`src/rtl/uart_rx_ext.sv`:
```
`default_nettype none
// -----------------------------------------------------------------------------
// uart_rx_ext: 16x-oversampled UART receiver, runtime divisor and parity,
// 3-sample majority vote, valid/ready output register with status flags.
// Rev 1.0
// -----------------------------------------------------------------------------
module uart_rx_ext #(
  parameter int DBIT     = 8,
  parameter int SB_TICK  = 16,
  parameter int DVSR_BIT = 16
) (
  input  logic                clk,
  input  logic                reset,
  input  logic [DVSR_BIT-1:0] dvsr,
  input  logic [1:0]          par_mode,
  input  logic                rx,
  output logic [DBIT-1:0]     r_data,
  output logic                r_valid,
  input  logic                r_ready,
  output logic                parity_err,
  output logic                frame_err,
  output logic                break_det,
  output logic                overrun,
  output logic                busy
);

  localparam int c_NW = (DBIT > 1) ? $clog2(DBIT) : 1;

  typedef enum logic [2:0] {IDLE, START, DATA, PARITY, STOP} state_t;

  state_t              state_q, state_d;
  logic                meta_q, rx_s_q;
  logic [DVSR_BIT-1:0] cnt_q, cnt_d, dvsr_l_q, dvsr_l_d;
  logic [1:0]          par_l_q, par_l_d;
  logic                armed_q, armed_d;
  logic [4:0]          s_q, s_d;
  logic [c_NW-1:0]     n_q, n_d;
  logic [DBIT-1:0]     sh_q, sh_d;
  logic                s7_q, s7_d, s8_q, s8_d;
  logic                pbit_q, pbit_d, pe_q, pe_d, fe_q, fe_d;
  logic [DBIT-1:0]     data_q, data_d;
  logic                valid_q, valid_d, perr_q, perr_d, ferr_q, ferr_d;
  logic                brk_q, brk_d, ovr_q, ovr_d;

  logic w_tick, w_vote, w_start, w_par_en, w_done, w_brk;

  assign w_tick   = (cnt_q == dvsr_l_q);
  assign w_vote   = (s7_q & s8_q) | (s7_q & rx_s_q) | (s8_q & rx_s_q);
  assign w_start  = (state_q == IDLE) && armed_q && !rx_s_q;
  assign w_par_en = (par_l_q == 2'b01) || (par_l_q == 2'b10);
  assign w_done   = (state_q == STOP) && w_tick && (s_q == 5'(SB_TICK - 1));
  assign w_brk    = fe_q && (sh_q == '0) && (!w_par_en || !pbit_q);

  always_comb begin
    state_d  = state_q;
    cnt_d    = w_tick ? '0 : cnt_q + 1'b1;
    dvsr_l_d = dvsr_l_q;
    par_l_d  = par_l_q;
    armed_d  = armed_q;
    s_d      = s_q;
    n_d      = n_q;
    sh_d     = sh_q;
    s7_d     = s7_q;
    s8_d     = s8_q;
    pbit_d   = pbit_q;
    pe_d     = pe_q;
    fe_d     = fe_q;

    if ((state_q == IDLE) && rx_s_q) armed_d = 1'b1;
    if ((state_q != IDLE) && w_tick) begin
      s_d = s_q + 5'd1;
      if (s_q == 5'd7) s7_d = rx_s_q;
      if (s_q == 5'd8) s8_d = rx_s_q;
    end

    case (state_q)
      IDLE: if (w_start) begin
        state_d  = START;
        cnt_d    = '0;
        dvsr_l_d = dvsr;
        par_l_d  = par_mode;
        armed_d  = 1'b0;
        s_d      = '0;
        n_d      = '0;
        sh_d     = '0;
        pbit_d   = 1'b0;
        pe_d     = 1'b0;
        fe_d     = 1'b0;
      end
      START: if (w_tick) begin
        if ((s_q == 5'd9) && w_vote) begin
          state_d = IDLE;
        end else if (s_q == 5'd15) begin
          state_d = DATA;
          s_d     = '0;
        end
      end
      DATA: if (w_tick) begin
        if (s_q == 5'd9) sh_d = {w_vote, sh_q[DBIT-1:1]};
        if (s_q == 5'd15) begin
          s_d = '0;
          if (n_q == c_NW'(DBIT - 1)) state_d = w_par_en ? PARITY : STOP;
          else                        n_d     = n_q + 1'b1;
        end
      end
      PARITY: if (w_tick) begin
        // par_l_q[1] set means odd parity: flips the expected bit
        if (s_q == 5'd9) begin
          pbit_d = w_vote;
          pe_d   = w_vote ^ (^sh_q) ^ par_l_q[1];
        end
        if (s_q == 5'd15) begin
          state_d = STOP;
          s_d     = '0;
        end
      end
      STOP: if (w_tick) begin
        if (s_q == 5'd9) fe_d = !w_vote;
        if (w_done) state_d = IDLE;
      end
      default: state_d = IDLE;
    endcase
  end

  always_comb begin
    data_d  = data_q;
    valid_d = valid_q;
    perr_d  = perr_q;
    ferr_d  = ferr_q;
    brk_d   = brk_q;
    ovr_d   = ovr_q;
    if (valid_q && r_ready) begin
      valid_d = 1'b0;
      ovr_d   = 1'b0;
    end
    if (w_done) begin
      if (!valid_q || r_ready) begin
        valid_d = 1'b1;
        data_d  = sh_q;
        perr_d  = pe_q && !w_brk;
        ferr_d  = fe_q;
        brk_d   = w_brk;
        ovr_d   = 1'b0;
      end else begin
        ovr_d = 1'b1;
      end
    end
  end

  always_ff @(posedge clk or negedge reset) begin
    if (!reset) begin
      meta_q   <= 1'b1;
      rx_s_q   <= 1'b1;
      state_q  <= IDLE;
      cnt_q    <= '0;
      dvsr_l_q <= '0;
      par_l_q  <= '0;
      armed_q  <= 1'b0;
      s_q      <= '0;
      n_q      <= '0;
      sh_q     <= '0;
      s7_q     <= 1'b0;
      s8_q     <= 1'b0;
      pbit_q   <= 1'b0;
      pe_q     <= 1'b0;
      fe_q     <= 1'b0;
      data_q   <= '0;
      valid_q  <= 1'b0;
      perr_q   <= 1'b0;
      ferr_q   <= 1'b0;
      brk_q    <= 1'b0;
      ovr_q    <= 1'b0;
    end else begin
      meta_q   <= rx;
      rx_s_q   <= meta_q;
      state_q  <= state_d;
      cnt_q    <= cnt_d;
      dvsr_l_q <= dvsr_l_d;
      par_l_q  <= par_l_d;
      armed_q  <= armed_d;
      s_q      <= s_d;
      n_q      <= n_d;
      sh_q     <= sh_d;
      s7_q     <= s7_d;
      s8_q     <= s8_d;
      pbit_q   <= pbit_d;
      pe_q     <= pe_d;
      fe_q     <= fe_d;
      data_q   <= data_d;
      valid_q  <= valid_d;
      perr_q   <= perr_d;
      ferr_q   <= ferr_d;
      brk_q    <= brk_d;
      ovr_q    <= ovr_d;
    end
  end

  assign r_data     = data_q;
  assign r_valid    = valid_q;
  assign parity_err = perr_q;
  assign frame_err  = ferr_q;
  assign break_det  = brk_q;
  assign overrun    = ovr_q;
  assign busy       = (state_q != IDLE);

endmodule
`default_nettype wire

```
`config.mk`:
```
export PLATFORM = sky130hd
export DESIGN_NAME = uart_rx_ext
export DESIGN_NICKNAME = d
export VERILOG_FILES = /design/src/rtl/uart_rx_ext.sv
export SDC_FILE = /design/constraint.sdc
export NUM_CORES = 1
export LEC_CHECK = 0
export BUFFER_PORTS_ARGS = -buffer_cell sky130_fd_sc_hd__buf_2
export CORE_ASPECT_RATIO = 1.75
export CORE_UTILIZATION = 53
export CTS_CLUSTER_DIAMETER = 150
export DETAILED_ROUTE_END_ITERATION = 8
export GPL_ROUTABILITY_DRIVEN = 0
export PLACE_DENSITY = 0.86
export SKIP_CTS_REPAIR_TIMING = 1
export SYNTH_ARGS = -nofsm -noshare
export SYNTH_HDL_FRONTEND = slang
export SYNTH_SLANG_ARGS = --single-unit
```
`constraint.sdc`:
```
create_clock -name clk -period 2.05 [get_ports clk]
set_input_delay 0.41 -clock clk [delete_from_list [all_inputs] [get_ports clk]]
set_output_delay 0.41 -clock clk [all_outputs]
set_load 0.01 [all_outputs]
```
==> results of run 1 <==
==> through the flow <==
step / instance area (µm²) / total power (µW) / TNS [ns] / utilization, % / cells
floorplan: 3777 / 2563 / 0 / - / 381
global placement: 4287 / 2904 / -0.04533 / 62.52 / 520
detailed placement: 4287 / 2968 / -0.6995 / 62.52 / 520
CTS: 4593 / 4592 / -1.861 / 66.99 / 536
global route: 4750 / 4903 / -0.7496 / 69.27 / 542
finish: 4750 / 4681 / -0.04805 / 69.27 / 542
==> worst register-to-register path, cell delays in order (launching register included) <==
cell and delay, ns:
sky130_fd_sc_hd__dfrtp_1 0.39, sky130_fd_sc_hd__xor2_1 0.20, sky130_fd_sc_hd__nor4_4 0.42, sky130_fd_sc_hd__nand4_4 0.20, sky130_fd_sc_hd__buf_6 0.19, sky130_fd_sc_hd__or4_4 0.48
sky130_fd_sc_hd__a21oi_2 0.15
==> area by class of cell <==
cell class	count	area [µm²]	area share, %
well taps	84	105.1	2.213
clock inverters	3	46.29	0.9747
inverters	18	67.56	1.423
repair buffers	78	530.5	11.17
multi-input cells	272	1884	39.67
clock buffers	13	260.3	5.479
flip-flops and latches	74	1856	39.07
==> routing by layer <==
metal	share of wire (%)	vias up	GRT usage, %
met1	35	1547	25.85
met3	3.4	40	6.700
met5	0	-	0
met2	56	104	47.55
met4	4.9	0	15.80
li1	-	1439	-
==> sequential cells by signal, summed over array words and instances (netlist names), 2 cells and up, named ones only <==
name and cells:
cnt_q 16, dvsr_l_q 16, r_data 8, sh_q 8, s_q 5, n_q 3
state_q 3, par_l_q 2
==> kinds of logic (layout without fill, tap and decap cells) <==
kind of cell             count (synthesis)  after routing  synth area share (%)
AO/OA/AOI/OAI                           37             37                 7.387
XOR/XNOR                                37             37                 8.579
adder cells (fa/ha/maj)                 12             12                 3.909
buffers and inverters                   35            112                 3.743
flip-flops                              74             74                 49.09
multiplexers                            16             16                 4.704
AND/OR/NAND/NOR                        170            170                 22.59
==> cell usage in the layout, fill, tap and decap left out, types with 3 or more instances in the layout <==
cell	synthesis	routed
sky130_fd_sc_hd__xnor2_1	11	11
sky130_fd_sc_hd__clkbuf_16	0	9
sky130_fd_sc_hd__nand2_1	73	73
sky130_fd_sc_hd__buf_2	5	35
sky130_fd_sc_hd__inv_1	17	16
sky130_fd_sc_hd__nor2b_1	7	7
sky130_fd_sc_hd__and2_1	5	4
sky130_fd_sc_hd__nand3_1	11	11
sky130_fd_sc_hd__a21oi_1	6	5
sky130_fd_sc_hd__o21ai_0	5	4
sky130_fd_sc_hd__xor2_1	26	25
sky130_fd_sc_hd__ha_1	11	8
sky130_fd_sc_hd__nor2_1	25	25
sky130_fd_sc_hd__mux2_2	4	4
sky130_fd_sc_hd__a211o_1	7	7
sky130_fd_sc_hd__o211ai_1	3	3
sky130_fd_sc_hd__buf_4	1	39
sky130_fd_sc_hd__dfrtp_1	72	71
sky130_fd_sc_hd__and4_1	4	3
sky130_fd_sc_hd__nor3_1	9	8
sky130_fd_sc_hd__nand4_1	9	9
sky130_fd_sc_hd__and3_1	12	11
sky130_fd_sc_hd__mux2_1	10	10
==> where the power goes <==
part | switching (µW) | internal, µW | total [µW]
clock | 595 | 1010 | 1610
sequential | 212 | 1730 | 1940
combinational | 650 | 484 | 1130
==> worst max-delay path by stage <==
stage | depth (start not counted) | to | slack (ns) | from
after CTS | 6 | r_data[0]$_DFFE_PN0P_ | -0.14 | cnt_q[11]$_DFF_PN0_
final | 6 | s_q[4]$_DFF_PN0_ | -0.04 | cnt_q[11]$_DFF_PN0_
after global placement | 6 | s_q[4]$_DFF_PN0_ | -0.02 | cnt_q[11]$_DFF_PN0_
after global routing | 6 | s_q[4]$_DFF_PN0_ | -0.07 | cnt_q[11]$_DFF_PN0_
after detailed placement | 6 | s8_q$_DFFE_PN0P_ | -0.06 | cnt_q[11]$_DFF_PN0_
after floorplan | 8 | s_q[1]$_DFF_PN0_ | 0.03 | s_q[0]$_DFF_PN0_
==> out/qor.csv, run 1 <==
metric,value,unit
detailroute.via_count,3130,
run_status,"complete, but fails checks",
cell_taking_the_most_area_after_synthesis,sky130_fd_sc_hd__dfrtp_1,
slowest_cell_delay_on_critical_path,0.47,ns
r2r_end,s_q[4]$_DFF_PN0_,
cellPowerDensity,985.7,mW/mm²
arrival,2.36,ns
synth_cells,381,
max_slew_violation_count,0,
design.die.area,0.007482,mm²
route.detailed.wl_per_inst,16.77,µm
worst_skew_pair.late_latency,0.34,ns
syn_area_per_cell,9.914,µm²
drcViolationCount,0,
globalRouteTotalUtil,26.33,%
global_route_wire_length_before_repair,14.69,mm
worst_setup_hold_path_clk_slew,0.06,ns
timing.critical_path.from_type,register,
maximum_resistive_drop_on_vdd,0.0009186,V
n_antenna_cell,0,
post_synth_main_area_contributors,"sky130_fd_sc_hd__dfrtp_1, sky130_fd_sc_hd__nand2_1, sky130_fd_sc_hd__xor2_1",
area_growth_syn_to_layout,25.74,%
synth_edf_count,0,
hold-worst-slack,0.02262,ns
synthesis_warnings,0,
r2r_slack,-0.04,ns
max_cap_viol_count,0,
cts_root_buffer,sky130_fd_sc_hd__clkbuf_16,
timing.critical_path.max_delay_family,simple AND/OR/NAND/NOR gates,
nets,486,
cts.path.max_buffers,2,
detail_route.first_pass.iterations,4,
fin_crit_sh,102.0,%
cp_slowest_cell,sky130_fd_sc_hd__or4_4,
effective_utilization_at_floorplan,55.09,%
clkSinkCount,74,
die_height,113.7,µm
worst_setup_timing_slack_at_the_placement_stage,-0.06234,ns
top_cells_by_count_synth,"sky130_fd_sc_hd__nand2_1, sky130_fd_sc_hd__dfrtp_1, sky130_fd_sc_hd__xor2_1, sky130_fd_sc_hd__nor2_1, sky130_fd_sc_hd__inv_1",
timing.reg2reg.worst_path_depth,6,
setup_viols_final,2,
core,0.006857,mm²
tritoncts,done,
gr-total-overflow,0,
floorplan.die.width,65.82,µm
first_global_vias,3231,
most_common_cell_in_the_netlist,sky130_fd_sc_hd__nand2_1,
synthDominantCellAreaShare,47.70,%
fmaxAchievable,0.4782,GHz
post-route-min-period,2.091,ns
synth-seq-area-share,49.09,%
netlist_area,0.003777,mm²
synthesis.nets,414,
postSynthRegisterBits,74,
worstHoldPathType,in2async,
crit_required,2.32,ns
drt-total-wl,9.092,mm
port_buffers,35,
htree_num_levels,3,
antenna_found_initial,0,
nFillCells,487,
type_of_destination_of_the_critical_path,register,
violations_in_the_final_reports,setup timing,
place_hpwl,6.358,mm
tritoncts_buffer_count,9,
layout-drive-gt1-share,27.07,%
hold_violations,0,
first_iter_violations,212,
worst_clock_skew,0.008317,ns
worst-path-buf-inv,1,
detail_route.vias_per_cell,5.775,
fin_ws,-0.04123,ns
grt_setup_unrepaired,yes,
timing.setup.critical_path_class,reg2reg,
grt_start_max_net_pins,32,
power.leakage,0.002422,µW
cp_max_fo,8,
slew_headroom,54.38,%
synthArstFlopShare,100.0,%
number_of_placement_rows,40,
boundaryPins,36,
cp_cell_sequence,xor2_1 > nor4_4 > nand4_4 > buf_6 > or4_4 > a21oi_2,
drtAntennaViolNets,0,
yosys.cell_types.count,48,
synth_top_flop_cell,sky130_fd_sc_hd__dfrtp_1,
reg2reg_from,cnt_q[11]$_DFF_PN0_,
worstMarginPinSlew,0.6842,ns
(Power assumes the default switching activity.)
==> run 2: changes to the inputs <==
- ABC_AREA: not set -> 1
- CTS_CLUSTER_SIZE: not set -> 10
==> run 2 against run 1 <==
Effect of this change:
- the run now ends clean
- first-iteration DRC count rose by 41%
- sequential cell count did not move
- via count rose by 5.5%
- synthesized cell count rose by 27%
- non-clock buffer count fell by 36
- setup slack improved by 0.16 ns
- critical path type unchanged
- critical endpoint is now cnt_q[12]$_DFF_PN0_
==> out/qor.csv, run 2 <==
metric,value,unit
timing.setup.critical_path_class,reg2reg,
die_height,113.6,µm
drt-total-wl,8.587,mm
drcViolationCount,0,
port_buffers,35,
type_of_destination_of_the_critical_path,register,
power.leakage,0.002213,µW
setup_viols_final,0,
synth-seq-area-share,49.20,%
mostFrequentLayoutCells,"sky130_fd_sc_hd__nand2_1, sky130_fd_sc_hd__dfrtp_1, sky130_fd_sc_hd__inv_1, sky130_fd_sc_hd__buf_2, sky130_fd_sc_hd__nor2_1",
clock_power_share,29.3,%
worst_setup_timing_slack_at_the_placement_stage,0.08723,ns
tritoncts,done,
switchingPower,1995,µW
worstHoldPathType,in2async,
worst_setup_hold_path_clk_slew,0.05,ns
number_of_placement_rows,40,
detail_route.vias_per_cell,5.336,
synthesis_warnings,0,
gr-total-overflow,0,
nets,563,
area_growth_syn_to_layout,17.23,%
place_hpwl,6.056,mm
floorplan.die.width,65.75,µm
globalRouteTotalUtil,25.07,%
p_seq_share,37.6,%
design.die.area,0.007465,mm²
global_route_wire_length_before_repair,14.08,mm
cts.path.max_buffers,2,
worstMarginPinSlew,0.4472,ns
layout.area.seq,0.001854,mm²
cell_internal_pwr,3363,µW
maximum_resistive_drop_on_vdd,0.0005147,V
arrival,2.15,ns
synthArstFlopShare,100.0,%
clkSinkCount,74,
cts_root_buffer,sky130_fd_sc_hd__clkbuf_16,
timing.reg2reg.worst_path_depth,10,
synthesis.nets,517,
fmaxAchievable,0.5185,GHz
first_iter_violations,299,
cp_max_fo,5,
synth_cells,484,
max_slew_violation_count,0,
synth_edf_count,0,
route.detailed.wl_per_inst,13.87,µm
effective_utilization_at_floorplan,54.96,%
wl_met1,3.107,mm
first_global_vias,3233,
final_core_utilization,64.43,%
postSynthRegisterBits,74,
detail_route.first_pass.iterations,4,
finish.cell_count_without_fillers,619,
multi_input_comb_area,0.001648,mm²
grt_start_max_net_pins,75,
reg_top3,"cnt_q (16), dvsr_l_q (16)",
r2r_slack,0.12,ns
synth_top_flop_cell,sky130_fd_sc_hd__dfrtp_1,
most_common_cell_in_the_netlist,sky130_fd_sc_hd__nand2_1,
top_cells_by_count_synth,"sky130_fd_sc_hd__nand2_1, sky130_fd_sc_hd__dfrtp_1, sky130_fd_sc_hd__inv_1, sky130_fd_sc_hd__nor2_1, sky130_fd_sc_hd__o21ai_1",
switching_share,37.23,%
core,0.006857,mm²
post_synth_main_area_contributors,"sky130_fd_sc_hd__dfrtp_1, sky130_fd_sc_hd__nand2_1, sky130_fd_sc_hd__inv_1",
worst_clock_skew,0.005546,ns
n_antenna_cell,0,
run_status,"finished, final reports clean",
slew_headroom,70.08,%
cell_taking_the_most_area_after_synthesis,sky130_fd_sc_hd__dfrtp_1,
synthDominantCellAreaShare,47.81,%
post-route-min-period,1.929,ns
layout.cells.most_common,sky130_fd_sc_hd__nand2_1,
syn_area_per_cell,7.786,µm²
drtAntennaViolNets,0,
power_frac_comb,33.1,%
met3_wirelength,281,µm
r2r_end,cnt_q[12]$_DFF_PN0_,
crit_required,2.27,ns
cellPowerDensity,1213,mW/mm²
topRoutingLayerUsed,met4,
detailroute.via_count,3303,
fin_ws,0.1213,ns
place_inst,603,
nFillCells,533,
max_cap_viol_count,0,
timing.critical_path.from_type,register,
fin_crit_sh,94.08,%
hold_violations,0,
yosys.cell_types.count,30,
tritoncts_buffer_count,9,
antenna_found_initial,0,
met2_wirelength,4.740,mm
netlist_area,0.003769,mm²
reg2reg_from,cnt_q[0]$_DFF_PN0_,
htree_num_levels,3,
worst_skew_pair.late_latency,0.34,ns
layout-drive-gt1-share,16.82,%
boundaryPins,36,
[run 2: changes by cell type in the layout (fill, tap and decap cells not counted), sizes merged, moves of 12 or more]
cell / change
nand2: +91
inv: +49
o21ai: +49
buf: -36
xor2: -21
nor2: +20
mux2: -14
and3: -12
nand3: +12
[run 2: through the flow]
step           cell area [µm²]  total power, µW  TNS [ns]  hold slack, ns
5_1_grt                   4418             5716  -0.09488          0.1337
2_1_floorplan             3769             3278         0          0.1144
3_5_place_dp              4094             3757         0          0.3472
3_3_place_gp              4094             3681         0          0.3464
6_report                  4418             5358         0         0.08671
4_1_cts                   4393             5359         0          0.1225
[run 2: cells by family (layout without fill, tap and decap cells)]
family	Yosys count	count (layout)	synth area share [%]
and+or+nand+nor	243	243	27.03
xor gates and xnor gates	9	9	2.091
DFF	74	74	49.20
adders and majority gates	11	11	3.652
AOI/OAI and AO/OA	71	71	10.29
buffers and inverters	76	127	7.735
[run 2: cell type report]
type	count	share of cell area, %
flip-flops and latches	74	41.97
multi-input cells	334	37.30
clock buffers	14	5.976
inverters	69	5.862
repair buffers	42	5.721
well taps	84	2.379
clock inverters	2	0.7930
[run 2: worst max-delay path by stage]
| stage | start | endpoint | slack [ns] | depth (start not counted) |
|---|---|---|---|---|
| 2_1_floorplan | rx_s_q$_DFF_PN1_ | state_q[1]$_DFFE_PN0P_ | 0.35 | 11 |
| 4_1_cts | cnt_q[0]$_DFF_PN0_ | cnt_q[12]$_DFF_PN0_ | 0.03 | 10 |
| 6_report | cnt_q[0]$_DFF_PN0_ | cnt_q[12]$_DFF_PN0_ | 0.12 | 10 |
| 3_5_place_dp | cnt_q[0]$_DFF_PN0_ | cnt_q[12]$_DFF_PN0_ | 0.09 | 10 |
| 3_3_place_gp | cnt_q[0]$_DFF_PN0_ | cnt_q[12]$_DFF_PN0_ | 0.11 | 10 |
| 5_1_grt | cnt_q[0]$_DFF_PN0_ | cnt_q[12]$_DFF_PN0_ | -0.04 | 10 |
[run 2: metal layers]
layer	global-route usage, %	vias up
met5	0	-
met4	15.80	0
met3	5.700	40
met2	45.10	85
met1	24.88	1553
li1	-	1625
[run 2: worst max-delay path, cell delays in order, from the launching register on]
cell and delay (ns):
sky130_fd_sc_hd__dfrtp_1 0.44, sky130_fd_sc_hd__ha_1 0.22, sky130_fd_sc_hd__nand3_1 0.15, sky130_fd_sc_hd__nor2_2 0.16
sky130_fd_sc_hd__nand2_1 0.09, sky130_fd_sc_hd__nor2_2 0.18, sky130_fd_sc_hd__nand3_1 0.17, sky130_fd_sc_hd__nor2_4 0.15
sky130_fd_sc_hd__nand2_1 0.09, sky130_fd_sc_hd__o21ai_1 0.12, sky130_fd_sc_hd__a21oi_1 0.05
[run 2: power groups by stage]
stage	combinational [µW]	sequential (µW)	clock (µW)
2_1_floorplan	1320	1960	0
3_3_place_gp	1670	2010	0
3_5_place_dp	1730	2030	0
4_1_cts	1760	2010	1590
5_1_grt	2010	2040	1660
6_report	1770	2010	1570
==> run 3: changes to the inputs <==
==> constraint.sdc (replaced) <==
create_clock -name clk -period 2.05 [get_ports clk]
set_input_delay 0.5125 -clock clk [delete_from_list [all_inputs] [get_ports clk]]
set_output_delay 0.5125 -clock clk [all_outputs]
set_load 0.01 [all_outputs]
==> run 3 against run 2 <==
Effect of this change:
- clock-buffer cell count shrank 5
- largest power group unchanged
- critical path type unchanged
- utilization grew 0.24 points
- clock power grew 7%
- setup slack gained 0.030 ns
- cell area grew 0.37%
- sequential cell count is the same
- register-to-register slack gained 0.03 ns
==> out/qor.csv, run 3 (synthesis gave the netlist of run 2 again) <==
metric,value,unit
r2r_end,sh_q[7]$_DFFE_PN0P_,
max_slew_violation_count,0,
globalRouteTotalUtil,24.94,%
worst_skew_pair.late_latency,0.34,ns
crit_required,2.31,ns
tritoncts,done,
number_of_placement_rows,40,
cts.path.max_buffers,2,
drt-total-wl,8.515,mm
clkSinkCount,74,
fmaxAchievable,0.5266,GHz
timing.critical_path.from_type,register,
worstMarginPinSlew,0.5976,ns
maximum_resistive_drop_on_vdd,0.0005045,V
reg_top3,"cnt_q (16), dvsr_l_q (16)",
multi_input_comb_area,0.001645,mm²
setup_viols_final,0,
drtAntennaViolNets,0,
cp_max_fo,16,
power.leakage,0.002206,µW
worst_setup_timing_slack_at_the_placement_stage,0.08862,ns
die_height,113.6,µm
antenna_found_initial,0,
worst_clock_skew,0.007364,ns
boundaryPins,36,
n_antenna_cell,0,
port_buffers,35,
fin_ws,0.1509,ns
detailroute.via_count,3267,
drcViolationCount,0,
grt_setup_unrepaired,no,
global_route_wire_length_before_repair,14.13,mm
layout.area.seq,0.001856,mm²
cellPowerDensity,1239,mW/mm²
hold-worst-slack,0.1656,ns
run_status,"finished, final reports clean",
gr-total-overflow,0,
reg2reg_from,cnt_q[7]$_DFF_PN0_,
htree_num_levels,3,
post-route-min-period,1.899,ns
effective_utilization_at_floorplan,54.96,%
timing.reg2reg.worst_path_depth,10,
arrival,2.16,ns
place_hpwl,6.137,mm
layout.cells.most_common,sky130_fd_sc_hd__nand2_1,
mostFrequentLayoutCells,"sky130_fd_sc_hd__nand2_1, sky130_fd_sc_hd__dfrtp_1, sky130_fd_sc_hd__inv_1, sky130_fd_sc_hd__buf_2",
design.die.area,0.007465,mm²
detail_route.first_pass.iterations,5,
tritoncts_buffer_count,9,
worst_setup_hold_path_clk_slew,0.06,ns
cts_root_buffer,sky130_fd_sc_hd__clkbuf_16,
nFillCells,535,
route.detailed.wl_per_inst,13.76,µm
detail_route.vias_per_cell,5.278,
area_growth_syn_to_layout,17.66,%
r2r_slack,0.15,ns
layout-drive-gt1-share,17.76,%
grt_start_max_net_pins,75,
max_cap_viol_count,0,
timing.setup.critical_path_class,reg2reg,
first_iter_violations,325,
type_of_destination_of_the_critical_path,register,
core,0.006857,mm²
nets,563,
setup-tns-final,0,ns
floorplan.die.width,65.75,µm
final_core_utilization,64.67,%
worstHoldPathType,in2async,
first_global_vias,3271,
hold_violations,0,
slew_headroom,59.86,%
fin_crit_sh,92.64,%
[run 3: cell type report]
class | count | share of cell area [%]
clock buffers | 9 | 5.079
clock inverters | 7 | 2.060
inverters | 69 | 5.841
multi-input cells | 334 | 37.11
flip-flops and latches | 74 | 41.85
well taps | 84 | 2.370
repair buffers | 42 | 5.700
[run 3: worst max-delay path by stage]
stage          cells past startpoint                from                     end
2_1_floorplan                     11    rx_s_q$_DFF_PN1_  state_q[1]$_DFFE_PN0P_
3_3_place_gp                      10  cnt_q[0]$_DFF_PN0_     cnt_q[12]$_DFF_PN0_
3_5_place_dp                      11    s_q[0]$_DFF_PN0_  state_q[1]$_DFFE_PN0P_
4_1_cts                           10  cnt_q[0]$_DFF_PN0_     cnt_q[12]$_DFF_PN0_
5_1_grt                           10  cnt_q[1]$_DFF_PN0_     cnt_q[12]$_DFF_PN0_
6_report                          10  cnt_q[7]$_DFF_PN0_     sh_q[7]$_DFFE_PN0P_
[run 3: worst max-delay path, stage by stage, from the launching register on]
cell,delay (ns)
sky130_fd_sc_hd__dfrtp_1,0.43
sky130_fd_sc_hd__inv_1,0.09
sky130_fd_sc_hd__nand2_1,0.06
sky130_fd_sc_hd__nand2_1,0.05
sky130_fd_sc_hd__nor2_1,0.14
sky130_fd_sc_hd__nand2_1,0.08
sky130_fd_sc_hd__nor2_2,0.15
sky130_fd_sc_hd__nand2_2,0.18
sky130_fd_sc_hd__a22oi_4,0.37
sky130_fd_sc_hd__nand3_1,0.14
sky130_fd_sc_hd__o21ai_1,0.13
[run 3: where the power goes]
part	internal (µW)	switching, µW
clock network	1060	619
registers	1770	256
logic	587	1200
[run 3: routing by layer]
layer / up-vias / global-route usage (%) / share of wire (%)
met5: - / 0 / 0
met4: 0 / 14.35 / 4.2
met3: 32 / 5.600 / 3.6
met2: 82 / 46.53 / 56
met1: 1545 / 23.81 / 36
li1: 1608 / - / -
[run 3: metrics by stage]
| step | instance area (µm²) | cells | power, µW |
|---|---|---|---|
| after floorplan | 3769 | 484 | 3278 |
| after global placement | 4094 | 603 | 3661 |
| after detailed placement | 4094 | 603 | 3751 |
| after CTS | 4410 | 619 | 5472 |
| after global routing | 4434 | 619 | 5818 |
| final | 4434 | 619 | 5494 |
